$ cat src/rtl/touch_poll_sequencer.sv
// touch_poll_sequencer
// Decides when the I2C touch-panel reader runs: on a periodic poll tick or on
// a falling edge of the panel interrupt. Issues a one-cycle trigger, waits
// for the reader's done edge (bounded by a timeout), latches the result
// registers and debounces the touch count into press/release events.
//
// Optional build macro: TOUCH_RANGE_CLIP_EN
//   defined   -> latched X saturates at 799, latched Y at 479 (800x480 panel)
//   undefined -> raw coordinates pass through unchanged
//
// Ports:
//   iCLK, iRSTN          clock, asynchronous active-low reset
//   iEN                  enable; low blocks new transactions from starting
//   iINT_N               panel interrupt, active-low, asynchronous
//   oTRIG                one-cycle start pulse to the reader
//   iREADY               reader done flag (pulse or level)
//   iREG_*               raw reader result registers
//   oX1/oX2/oY1/oY2      latched coordinates (held when touch count is 0)
//   oTOUCH_COUNT         latched touch count
//   oGESTURE             latched gesture code
//   oVALID               one-cycle pulse, new sample latched
//   oPRESS/oRELEASE      one-cycle debounced edge pulses
//   oTOUCHED             debounced touch level
//   oTIMEOUT             one-cycle pulse on an aborted transaction
//   oBUSY                high while in TRIG/WAIT/LATCH
module touch_poll_sequencer #(
    parameter int unsigned POLL_DIV = 500000,
    parameter int unsigned TIMEOUT  = 2000000,
    parameter int unsigned DEBOUNCE = 2
) (
    input  logic       iCLK,
    input  logic       iRSTN,
    input  logic       iEN,
    input  logic       iINT_N,
    output logic       oTRIG,
    input  logic       iREADY,
    input  logic [9:0] iREG_X1,
    input  logic [9:0] iREG_X2,
    input  logic [8:0] iREG_Y1,
    input  logic [8:0] iREG_Y2,
    input  logic [1:0] iREG_TOUCH_COUNT,
    input  logic [7:0] iREG_GESTURE,
    output logic [9:0] oX1,
    output logic [9:0] oX2,
    output logic [8:0] oY1,
    output logic [8:0] oY2,
    output logic [1:0] oTOUCH_COUNT,
    output logic [7:0] oGESTURE,
    output logic       oVALID,
    output logic       oPRESS,
    output logic       oRELEASE,
    output logic       oTOUCHED,
    output logic       oTIMEOUT,
    output logic       oBUSY
);

    localparam int unsigned PW = (POLL_DIV > 1) ? $clog2(POLL_DIV) : 1;
    localparam int unsigned TW = $clog2(TIMEOUT + 1);
    localparam int unsigned DW = 4;

    typedef enum logic [1:0] {
        S_IDLE  = 2'd0,
        S_TRIG  = 2'd1,
        S_WAIT  = 2'd2,
        S_LATCH = 2'd3
    } state_e;

    state_e          state_q;
    logic [PW-1:0]   poll_cnt_q;
    logic [2:0]      int_sync_q;
    logic            pending_q;
    logic            rdy_prev_q;
    logic [TW-1:0]   wait_cnt_q;
    logic [DW-1:0]   db_cnt_q;

    logic            tick_c;
    logic            int_fall_c;
    logic            req_c;
    logic            launch_c;
    logic            sample_c;
    logic [9:0]      x1_c;
    logic [9:0]      x2_c;
    logic [8:0]      y1_c;
    logic [8:0]      y2_c;

    assign tick_c     = (poll_cnt_q == PW'(POLL_DIV - 1));
    // [1] is the second synchroniser stage, [2] its previous value
    assign int_fall_c = int_sync_q[2] & ~int_sync_q[1];
    assign req_c      = tick_c | int_fall_c;
    assign launch_c   = (state_q == S_IDLE) && pending_q && iEN;
    assign sample_c   = |iREG_TOUCH_COUNT;

`ifdef TOUCH_RANGE_CLIP_EN
    localparam logic [9:0] X_MAX = 10'd799;
    localparam logic [8:0] Y_MAX = 9'd479;

    // Saturate to the visible panel area
    assign x1_c = (iREG_X1 > X_MAX) ? X_MAX : iREG_X1;
    assign x2_c = (iREG_X2 > X_MAX) ? X_MAX : iREG_X2;
    assign y1_c = (iREG_Y1 > Y_MAX) ? Y_MAX : iREG_Y1;
    assign y2_c = (iREG_Y2 > Y_MAX) ? Y_MAX : iREG_Y2;
`else
    assign x1_c = iREG_X1;
    assign x2_c = iREG_X2;
    assign y1_c = iREG_Y1;
    assign y2_c = iREG_Y2;
`endif

    // Free-running poll divider, independent of iEN
    always_ff @(posedge iCLK or negedge iRSTN) begin
        if (!iRSTN) begin
            poll_cnt_q <= '0;
        end else if (tick_c) begin
            poll_cnt_q <= '0;
        end else begin
            poll_cnt_q <= poll_cnt_q + PW'(1);
        end
    end

    // Interrupt synchroniser; resets to the idle (high) level so reset
    // release cannot fake a falling edge
    always_ff @(posedge iCLK or negedge iRSTN) begin
        if (!iRSTN) begin
            int_sync_q <= 3'b111;
        end else begin
            int_sync_q <= {int_sync_q[1:0], iINT_N};
        end
    end

    // Single-depth request flag; a request arriving as the flag is consumed
    // coalesces into the transaction being launched
    always_ff @(posedge iCLK or negedge iRSTN) begin
        if (!iRSTN) begin
            pending_q <= 1'b0;
        end else if (launch_c) begin
            pending_q <= 1'b0;
        end else if (req_c) begin
            pending_q <= 1'b1;
        end
    end

    // Transaction FSM with registered outputs
    always_ff @(posedge iCLK or negedge iRSTN) begin
        if (!iRSTN) begin
            state_q      <= S_IDLE;
            rdy_prev_q   <= 1'b0;
            wait_cnt_q   <= '0;
            db_cnt_q     <= '0;
            oTRIG        <= 1'b0;
            oX1          <= '0;
            oX2          <= '0;
            oY1          <= '0;
            oY2          <= '0;
            oTOUCH_COUNT <= '0;
            oGESTURE     <= '0;
            oVALID       <= 1'b0;
            oPRESS       <= 1'b0;
            oRELEASE     <= 1'b0;
            oTOUCHED     <= 1'b0;
            oTIMEOUT     <= 1'b0;
            oBUSY        <= 1'b0;
        end else begin
            oTRIG    <= 1'b0;
            oVALID   <= 1'b0;
            oPRESS   <= 1'b0;
            oRELEASE <= 1'b0;
            oTIMEOUT <= 1'b0;

            case (state_q)
                S_IDLE: begin
                    if (launch_c) begin
                        state_q <= S_TRIG;
                        oTRIG   <= 1'b1;
                        oBUSY   <= 1'b1;
                    end
                end

                S_TRIG: begin
                    rdy_prev_q <= iREADY;
                    wait_cnt_q <= '0;
                    state_q    <= S_WAIT;
                end

                S_WAIT: begin
                    rdy_prev_q <= iREADY;
                    // Require a 0->1 seen inside WAIT so a reader that still
                    // holds a stale level high is not mistaken for done
                    if (!rdy_prev_q && iREADY) begin
                        state_q <= S_LATCH;
                    end else if (wait_cnt_q == TW'(TIMEOUT - 1)) begin
                        oTIMEOUT <= 1'b1;
                        oBUSY    <= 1'b0;
                        state_q  <= S_IDLE;
                    end else begin
                        wait_cnt_q <= wait_cnt_q + TW'(1);
                    end
                end

                S_LATCH: begin
                    oTOUCH_COUNT <= iREG_TOUCH_COUNT;
                    oGESTURE     <= iREG_GESTURE;
                    // No touch: keep the last known coordinates
                    if (sample_c) begin
                        oX1 <= x1_c;
                        oX2 <= x2_c;
                        oY1 <= y1_c;
                        oY2 <= y2_c;
                    end
                    if (sample_c != oTOUCHED) begin
                        if (db_cnt_q == DW'(DEBOUNCE - 1)) begin
                            oTOUCHED <= sample_c;
                            db_cnt_q <= '0;
                            oPRESS   <= sample_c;
                            oRELEASE <= ~sample_c;
                        end else begin
                            db_cnt_q <= db_cnt_q + DW'(1);
                        end
                    end else begin
                        db_cnt_q <= '0;
                    end
                    oVALID  <= 1'b1;
                    oBUSY   <= 1'b0;
                    state_q <= S_IDLE;
                end

                default: begin
                    state_q <= S_IDLE;
                    oBUSY   <= 1'b0;
                end
            endcase
        end
    end

endmodule
$ cat config.mk
export PLATFORM = sky130hd
export DESIGN_NAME = touch_poll_sequencer
export DESIGN_NICKNAME = d
export VERILOG_FILES = /design/src/rtl/touch_poll_sequencer.sv
export SDC_FILE = /design/constraint.sdc
export NUM_CORES = 1
export LEC_CHECK = 0
export CORE_UTILIZATION = 50
export DETAILED_ROUTE_END_ITERATION = 10
export MAX_ROUTING_LAYER = met4
export PLACE_DENSITY = 0.81
export SYNTH_ARGS = -nofsm -noshare
export SYNTH_HDL_FRONTEND = slang
export SYNTH_SLANG_ARGS = --single-unit
$ cat constraint.sdc
create_clock -name iCLK -period 2.3 [get_ports iCLK]
set_clock_uncertainty 0.05 [all_clocks]
set_input_delay 0.46 -clock iCLK [delete_from_list [all_inputs] [get_ports iCLK]]
set_output_delay 0.46 -clock iCLK [all_outputs]
set_load 0.005 [all_outputs]
==> impl_metrics.toml, run 1 <==
[run_status]
run_status = "finished, violations left"
violations = "DRC"

[setup_path]
path_depth = 6
path_cells = "or4b_4, nor4_4, buf_4, nand3_1, a21o_1, a22o_1"
cp-end-kind = "flop"
cp_slowest_stage_delay_ps = 560
cpLargestDelayFamily = "simple AND/OR/NAND/NOR gates"
worstSetupStartpointType = "flop"
reg2reg_depth = 6
required_ps = 2500
slowest_stage = "or4b_4"
crit_fanout = 4
crit_type = "reg -> reg"
worst-path-buf-inv = 1
arrival_ps = 2430

[clock_network]
cts_sinks = 106
root_buffer = "clkbuf_8"
cts_buffer_depth = 2
cts_tree = "done"
htreeDepth = 3
clkTransAtPathRegs_ps = 100
clk_latency_ps = 360
hold_buffers = 0
cts_made_buffers = 9

[place]
gp_congestion = 0.906
place_ws_ps = 46.9
hpwlAfterDp_um = 7300
portBuffers = 107
placed_area_mm2 = 0.00598

[logic_synthesis]
synth_area_leaders = "dfrtp_1, mux2_2, nand2_1, ha_1, dfstp_2"
synthArstFlopShare_pct = 100
synth.most_common_cell = "dfrtp_1"
synth_area_per_cell_um2 = 11.9
synth_top_family_by_area = "simple AND/OR/NAND/NOR gates"
ys.flop_type = "dfrtp_1"
synth_nets = 452
ys_warn_count = 0
syn_inst = 390
ys_seq_area_share_pct = 57.0
synthXorXnorAreaFrac_pct = 3.01
synth.top_cells.by_count = "dfrtp_1, mux2_2, nand2_1"
yosys.area_share.simple_pct = 15.2
yosys.area.top_type = "dfrtp_1"
yosys-mux-area-fraction_pct = 13.3
syn-cell-area_mm2 = 0.00466
synth_top_area_share_pct = 55.3
ys_ff_latch = 106
synth_edf_count = 0
synth_compound_area_share_pct = 7.28
synth-adder-area-share_pct = 2.42
synth_cell_types = 53

[grt]
grt_pass1_wl_um = 17000
grtUsageTotal_pct = 22.9
grt_pass1_vias = 3674
grt_max_degree = 39
antenna_found_initial = 0
gr-total-overflow = 0

[die]
die_area_mm2 = 0.00971
die_x_um = 98.5
start_util_pct = 52.4
rows = 34
coreArea_mm2 = 0.00889
io_pins = 108
die_h_um = 98.5

[sta]
fmax_mhz = 450
period_needed_ps = 2220
hold_viol_final = 0
relSlewSlack_pct = 67.3
fin_crit_sh_pct = 96.7
timing.final.ws_setup_ps = 75.4
worst_pin_slew_ps = 491
maxSlewViolCount = 0
setup_viol = 0

[routing]
drt-total-wl_um = 9980
drc = 5
drt_iter0_drc = 124
ant_nets = 0
wire_per_inst_um = 15.9
dr.pass1.iters = 8
via_per_inst = 5.57
dr_total_vias = 3504

[power_and_ir_drop]
powerDensity_mw_per_mm2 = 1030
vdd_drop_max_mv = 0.674
p_leak_nw = 2.69

[cells_and_area]
final_net_count = 578
fillers = 634
seq_area_mm2 = 0.00266
design_area_mm2 = 0.00625
layout-drive-gt1-share_pct = 19.8
synthToLayoutAreaGrowth_pct = 34.1
antenna_cells = 0
multi_input_area_mm2 = 0.00194

[flow_run]
drv_cap = 0

[hold_path]
hold_path_class = "in -> async"
[metal layers]
| metal | global-route usage [%] | part of all wire (%) | up-vias | wire length [µm] |
|---|---|---|---|---|
| met4 | 9.64 | 2.4 | 0 | 236 |
| li1 | - | - | 1643 | - |
| met1 | 27.3 | 42 | 1705 | 4160 |
| met3 | 6.31 | 8.2 | 16 | 821 |
| met2 | 36.7 | 48 | 140 | 4760 |
| met5 | - | 0 | - | 0 |
[cell type report]
type                            instances  area share [%]
Clock buffer                            9            1.98
Clock inverter                          7            1.60
Inverter                                7           0.420
Multi-Input combinational cell        263            31.0
Sequential cell                       106            42.5
Tap cell                              108            2.16
Timing Repair Buffer                  129            20.3
[cell usage in the layout (no fill, tap or decap), types with 3 or more instances in the layout]
cell / instances
a22o_1: 3
inv_1: 7
nor2_1: 21
clkbuf_8: 9
dfrtp_1: 103
ha_1: 9
or3_1: 5
buf_12: 3
mux2_2: 49
nor2b_1: 4
buf_4: 20
dfstp_2: 3
a21o_1: 3
xnor2_1: 8
a31oi_1: 6
clkdlybuf4s50_1: 106
nand4_1: 11
mux2i_1: 7
xor2_1: 8
nand2_1: 35
nor3_1: 9
nor4_1: 3
o31ai_1: 3
o21ai_0: 10
nand2b_1: 5
and3_1: 9
nand3_1: 15
a21oi_1: 4
[worst paths after layout]
path,startpoint,end,slack [ps]
setup / recovery,wait_cnt_q[13],state_q[1],80
hold / removal,iRSTN,oX1[9],2
setup reg to reg,wait_cnt_q[13],state_q[1],80
hold reg to reg,int_sync_q[0],int_sync_q[1],310
max in group asynchronous,iRSTN,int_sync_q[2],1580
min in group iCLK,int_sync_q[0],int_sync_q[1],310
[worst reg2reg max path, stage by stage (launching register included)]
cell,delay (ps)
dfrtp_1,420
or4b_4,560
nor4_4,430
buf_4,180
nand3_1,70
a21o_1,190
a22o_1,230
[flip-flops by register name, summed over array words and instances, names as in the netlist]
| register | cells |
|---|---|
| oTOUCHED | 1 |
| oBUSY | 1 |
| state_q | 2 |
| int_sync_q | 3 |
| oTOUCH_COUNT | 2 |
| pending_q | 1 |
| oGESTURE | 8 |
| oY1 | 9 |
| rdy_prev_q | 1 |
| db_cnt_q | 4 |
| poll_cnt_q | 19 |
| wait_cnt_q | 21 |
| oVALID | 1 |
| oX1 | 10 |
| oRELEASE | 1 |
| oPRESS | 1 |
| oTRIG | 1 |
| oX2 | 10 |
| oY2 | 9 |
| oTIMEOUT | 1 |
[cell families (layout without fill, tap and decap cells)]
logic type	count (synthesis)	after routing
AND/OR/NAND/NOR	134	134
adder cells (fa/ha/maj)	9	9
flip-flops	106	106
XOR/XNOR	16	16
buffers and inverters	21	152
multiplexers	56	56
AO/OA/AOI/OAI	48	48
[report_power, final]
| group | internal [mW] | switching (mW) | total, mW | leakage, nW |
|---|---|---|---|---|
| Clock | 0.623 | 0.644 | 1.27 | 0.114 |
| Sequential | 2.40 | 0.309 | 2.71 | 1.34 |
| Combinational | 1.56 | 0.924 | 2.48 | 1.24 |
| Total | 4.58 | 1.88 | 6.46 | 2.69 |
[repair_timing]
item,4_1_cts,5_1_grt
buffers inserted,0,5
resized for setup,0,2
endpoints found under the setup margin,0,7
[through the flow]
step / instances / util (%) / hold WS [ps] / total power [mW] / TNS (ps)
final: 629 / 70.3 / 1.67 / 6.46 / 0
after CTS: 624 / 69.8 / 8.68 / 6.53 / 0
after global routing: 629 / 70.3 / 26.7 / 6.87 / -36.9
after global placement: 608 / 67.3 / 296 / 5.14 / 0
after detailed placement: 608 / 67.3 / 299 / 5.24 / 0
after floorplan: 390 / - / 114 / 3.80 / 0
No activity file was read; power rests on OpenSTA's default activity.
==> run 2: changes to the inputs <==
--- a/config.mk
+++ b/config.mk
@@ -5,6 +5,7 @@
 export SDC_FILE = /design/constraint.sdc
 export NUM_CORES = 1
 export LEC_CHECK = 0
+export CAP_MARGIN = 20
 export CORE_UTILIZATION = 50
 export DETAILED_ROUTE_END_ITERATION = 10
 export MAX_ROUTING_LAYER = met4
==> results of run 2 <==
Same layout as run 1: the final DEF is identical, and so are final timing and power.
==> run 3: changes to the inputs <==
--- a/config.mk
+++ b/config.mk
@@ -5,11 +5,13 @@
 export SDC_FILE = /design/constraint.sdc
 export NUM_CORES = 1
 export LEC_CHECK = 0
+export ABC_AREA = 1
 export CAP_MARGIN = 20
 export CORE_UTILIZATION = 50
 export DETAILED_ROUTE_END_ITERATION = 10
 export MAX_ROUTING_LAYER = met4
-export PLACE_DENSITY = 0.81
+export PLACE_DENSITY = 0.8
+export SLEW_MARGIN = 5
 export SYNTH_ARGS = -nofsm -noshare
 export SYNTH_HDL_FRONTEND = slang
 export SYNTH_SLANG_ARGS = --single-unit
==> run 3 against run 2 <==
  * The run now ends clean
  * First-iteration DRC count increased by 8.9%
  * Final cell count increased by 31%
  * Critical path type unchanged
  * Sequential power about the same
  * Synthesized cell count grew 47%
==> impl_metrics.toml, run 3 <==
[power_and_ir_drop]
powerDensity_mw_per_mm2 = 966
vdd_drop_max_mv = 0.840
total_power_mw = 6.33
p_leak_nw = 2.99

[clock_network]
clk_latency_ps = 370
root_buffer = "clkbuf_8"
cts_tree = "done"
clkTransAtPathRegs_ps = 110
cts_buffer_depth = 2
htreeDepth = 3
cts_made_buffers = 9
cts_sinks = 106
ctsResizeCount = 0

[logic_synthesis]
synth_top_area_share_pct = 50.5
synthArstFlopShare_pct = 100
ys_seq_area_share_pct = 52.1
ys_warn_count = 0
yosys.area.top_type = "dfrtp_1"
synth.top_cells.by_count = "nand2_1, dfrtp_1, nor2_1"
synth_cell_types = 28
syn-cell-area_mm2 = 0.00510
ys.flop_type = "dfrtp_1"
synth.most_common_cell = "nand2_1"
synth_edf_count = 0
synth_nets = 637
synth_area_per_cell_um2 = 8.87
syn_inst = 575
synth_area_leaders = "dfrtp_1, nand2_1, mux2_2, nor2_1, inv_1"
ys_ff_latch = 106

[flow_run]
drv_cap = 0

[cells_and_area]
synthToLayoutAreaGrowth_pct = 28.6
layout_common_cells = "nand2_1, clkdlybuf4s50_1, dfrtp_1"
finalNonFillerCells = 827
antenna_cells = 0
largest_register_ffs = 21
final_net_count = 751
top_register = "wait_cnt_q"
layout_commonest_cell = "nand2_1"
layout-drive-gt1-share_pct = 10.8
top_regs = "wait_cnt_q x21, poll_cnt_q x19"

[routing]
drt-total-wl_um = 11600
dr.pass1.iters = 5
wl_met2_um = 6210
wl_met1_um = 4840
via_per_inst = 4.97
ant_nets = 0
dr_total_vias = 4109
highest_layer = "met4"
dr_wl_met3_um = 421
wire_per_inst_um = 14.0
drt_iter0_drc = 135
drc = 0

[hold_path]
hold_path_class = "reg -> reg"
min_path_cells = 0

[die]
io_pins = 108
die_area_mm2 = 0.0106
start_util_pct = 51.9
rows = 36
die_h_um = 103
coreArea_mm2 = 0.00982
die_x_um = 103

[setup_path]
crit_type = "reg -> reg"
cp-end-kind = "flop"
slowest_stage = "dfrtp_1"
path_depth = 8
worstSetupStartpointType = "flop"
arrival_ps = 2090
required_ps = 2500
crit_fanout = 14
path_cells = "ha_1, nand3_2, nor2_2, nand3_2, nand2_2, nand2_2, nand2_1, o21ai_0"
reg2reg_depth = 8
worst-path-buf-inv = 0
cpLargestDelayFamily = "simple AND/OR/NAND/NOR gates"
cp_slowest_stage_delay_ps = 470

[run_status]
run_status = "complete, no violations"

[sta]
setup_viol = 0
relSlewSlack_pct = 70.3
rsz0062_at_grt = "false"
whs_ps = 318
fin_tns_setup_ps = 0
fmax_mhz = 529
period_needed_ps = 1890
timing.final.ws_setup_ps = 411
maxSlewViolCount = 0
worst_pin_slew_ps = 442
fin_crit_sh_pct = 82.1
hold_viol_final = 0

[grt]
grt_max_degree = 42
grtUsageTotal_pct = 23.9
gr-total-overflow = 0
grt_pass1_wl_um = 18700
antenna_found_initial = 0
grt_pass1_vias = 4015

[place]
gp_congestion = 0.953
portBuffers = 107
place_ws_ps = 350
place.detailed.instances = 810
hpwlAfterDp_um = 8830
[run 3: cell types whose count changed in the layout (fill, tap and decap cells not counted), moves of 13 or more]
cell     change
nand3_1     +19
buf_4       -14
nand2_1    +130
xor2_1      +13
inv_1       +47
nor2_1      +50
[run 3: final cells by class]
type                    instances  area (µm²)
inverters                      54         203
clock inverters                 7        71.3
well taps                     133         166
flip-flops and latches        106        2660
repair buffers                116        1180
multi-input cells             402        2160
fillers                       829        3260
clock buffers                   9         124
[run 3: kinds of logic after synthesis]
logic type | after synthesis | share of synthesized area, %
AO/OA/AOI/OAI | 32 | 3.51
AND/OR/NAND/NOR | 300 | 24.3
XOR/XNOR | 23 | 3.95
multiplexers | 38 | 8.39
adder cells (fa/ha/maj) | 9 | 2.21
flip-flops | 106 | 52.1
buffers and inverters | 67 | 5.57
[run 3: worst reg2reg max path, stage by stage, from the launching register on]
cell and delay, ps:
dfrtp_1 470, ha_1 320, nand3_2 150, nor2_2 150, nand3_2 150, nand2_2 120
nand2_2 170, nand2_1 110, o21ai_0 80
[run 3: worst paths after layout]
path | startpoint | end | slack, ps
worst max register to register | wait_cnt_q[0] | wait_cnt_q[4] | 410
min in group asynchronous | iRSTN | wait_cnt_q[15] | 510
worst min-delay path | int_sync_q[0] | int_sync_q[1] | 320
max in group asynchronous | iRSTN | int_sync_q[0] | 1060
worst max-delay path | wait_cnt_q[0] | wait_cnt_q[4] | 410
worst min register to register | int_sync_q[0] | int_sync_q[1] | 320
[run 3: stage by stage]
| step | utilization, % | area, µm² |
|---|---|---|
| 4_1_cts | 66.8 | 6560 |
| 5_1_grt | 66.8 | 6560 |
| 3_5_place_dp | 64.7 | 6350 |
| 6_report | 66.8 | 6560 |
| 2_1_floorplan | - | 5100 |
| 3_3_place_gp | 64.7 | 6350 |
[run 3: repair_timing]
| item | CTS | global route |
|---|---|---|
| setup buffers | 0 | 0 |
| hold endpoints to repair | 30 | 0 |
| hold buffers | 1 | 0 |
[run 3: report_power, final]
group / internal, mW / leakage (nW) / switching [mW] / total [mW]
Clock: 0.426 / 0.0995 / 0.691 / 1.12
Combinational: 1.47 / 1.55 / 1.01 / 2.48
Sequential: 2.40 / 1.34 / 0.327 / 2.73
[run 3: layer usage]
metal  vias to the layer above  global-route usage, %
li1                       2053                      -
met1                      1961                   27.7
met2                        85                   42.2
met3                        10                   5.22
met4                         0                   5.74
met5                         -                      -
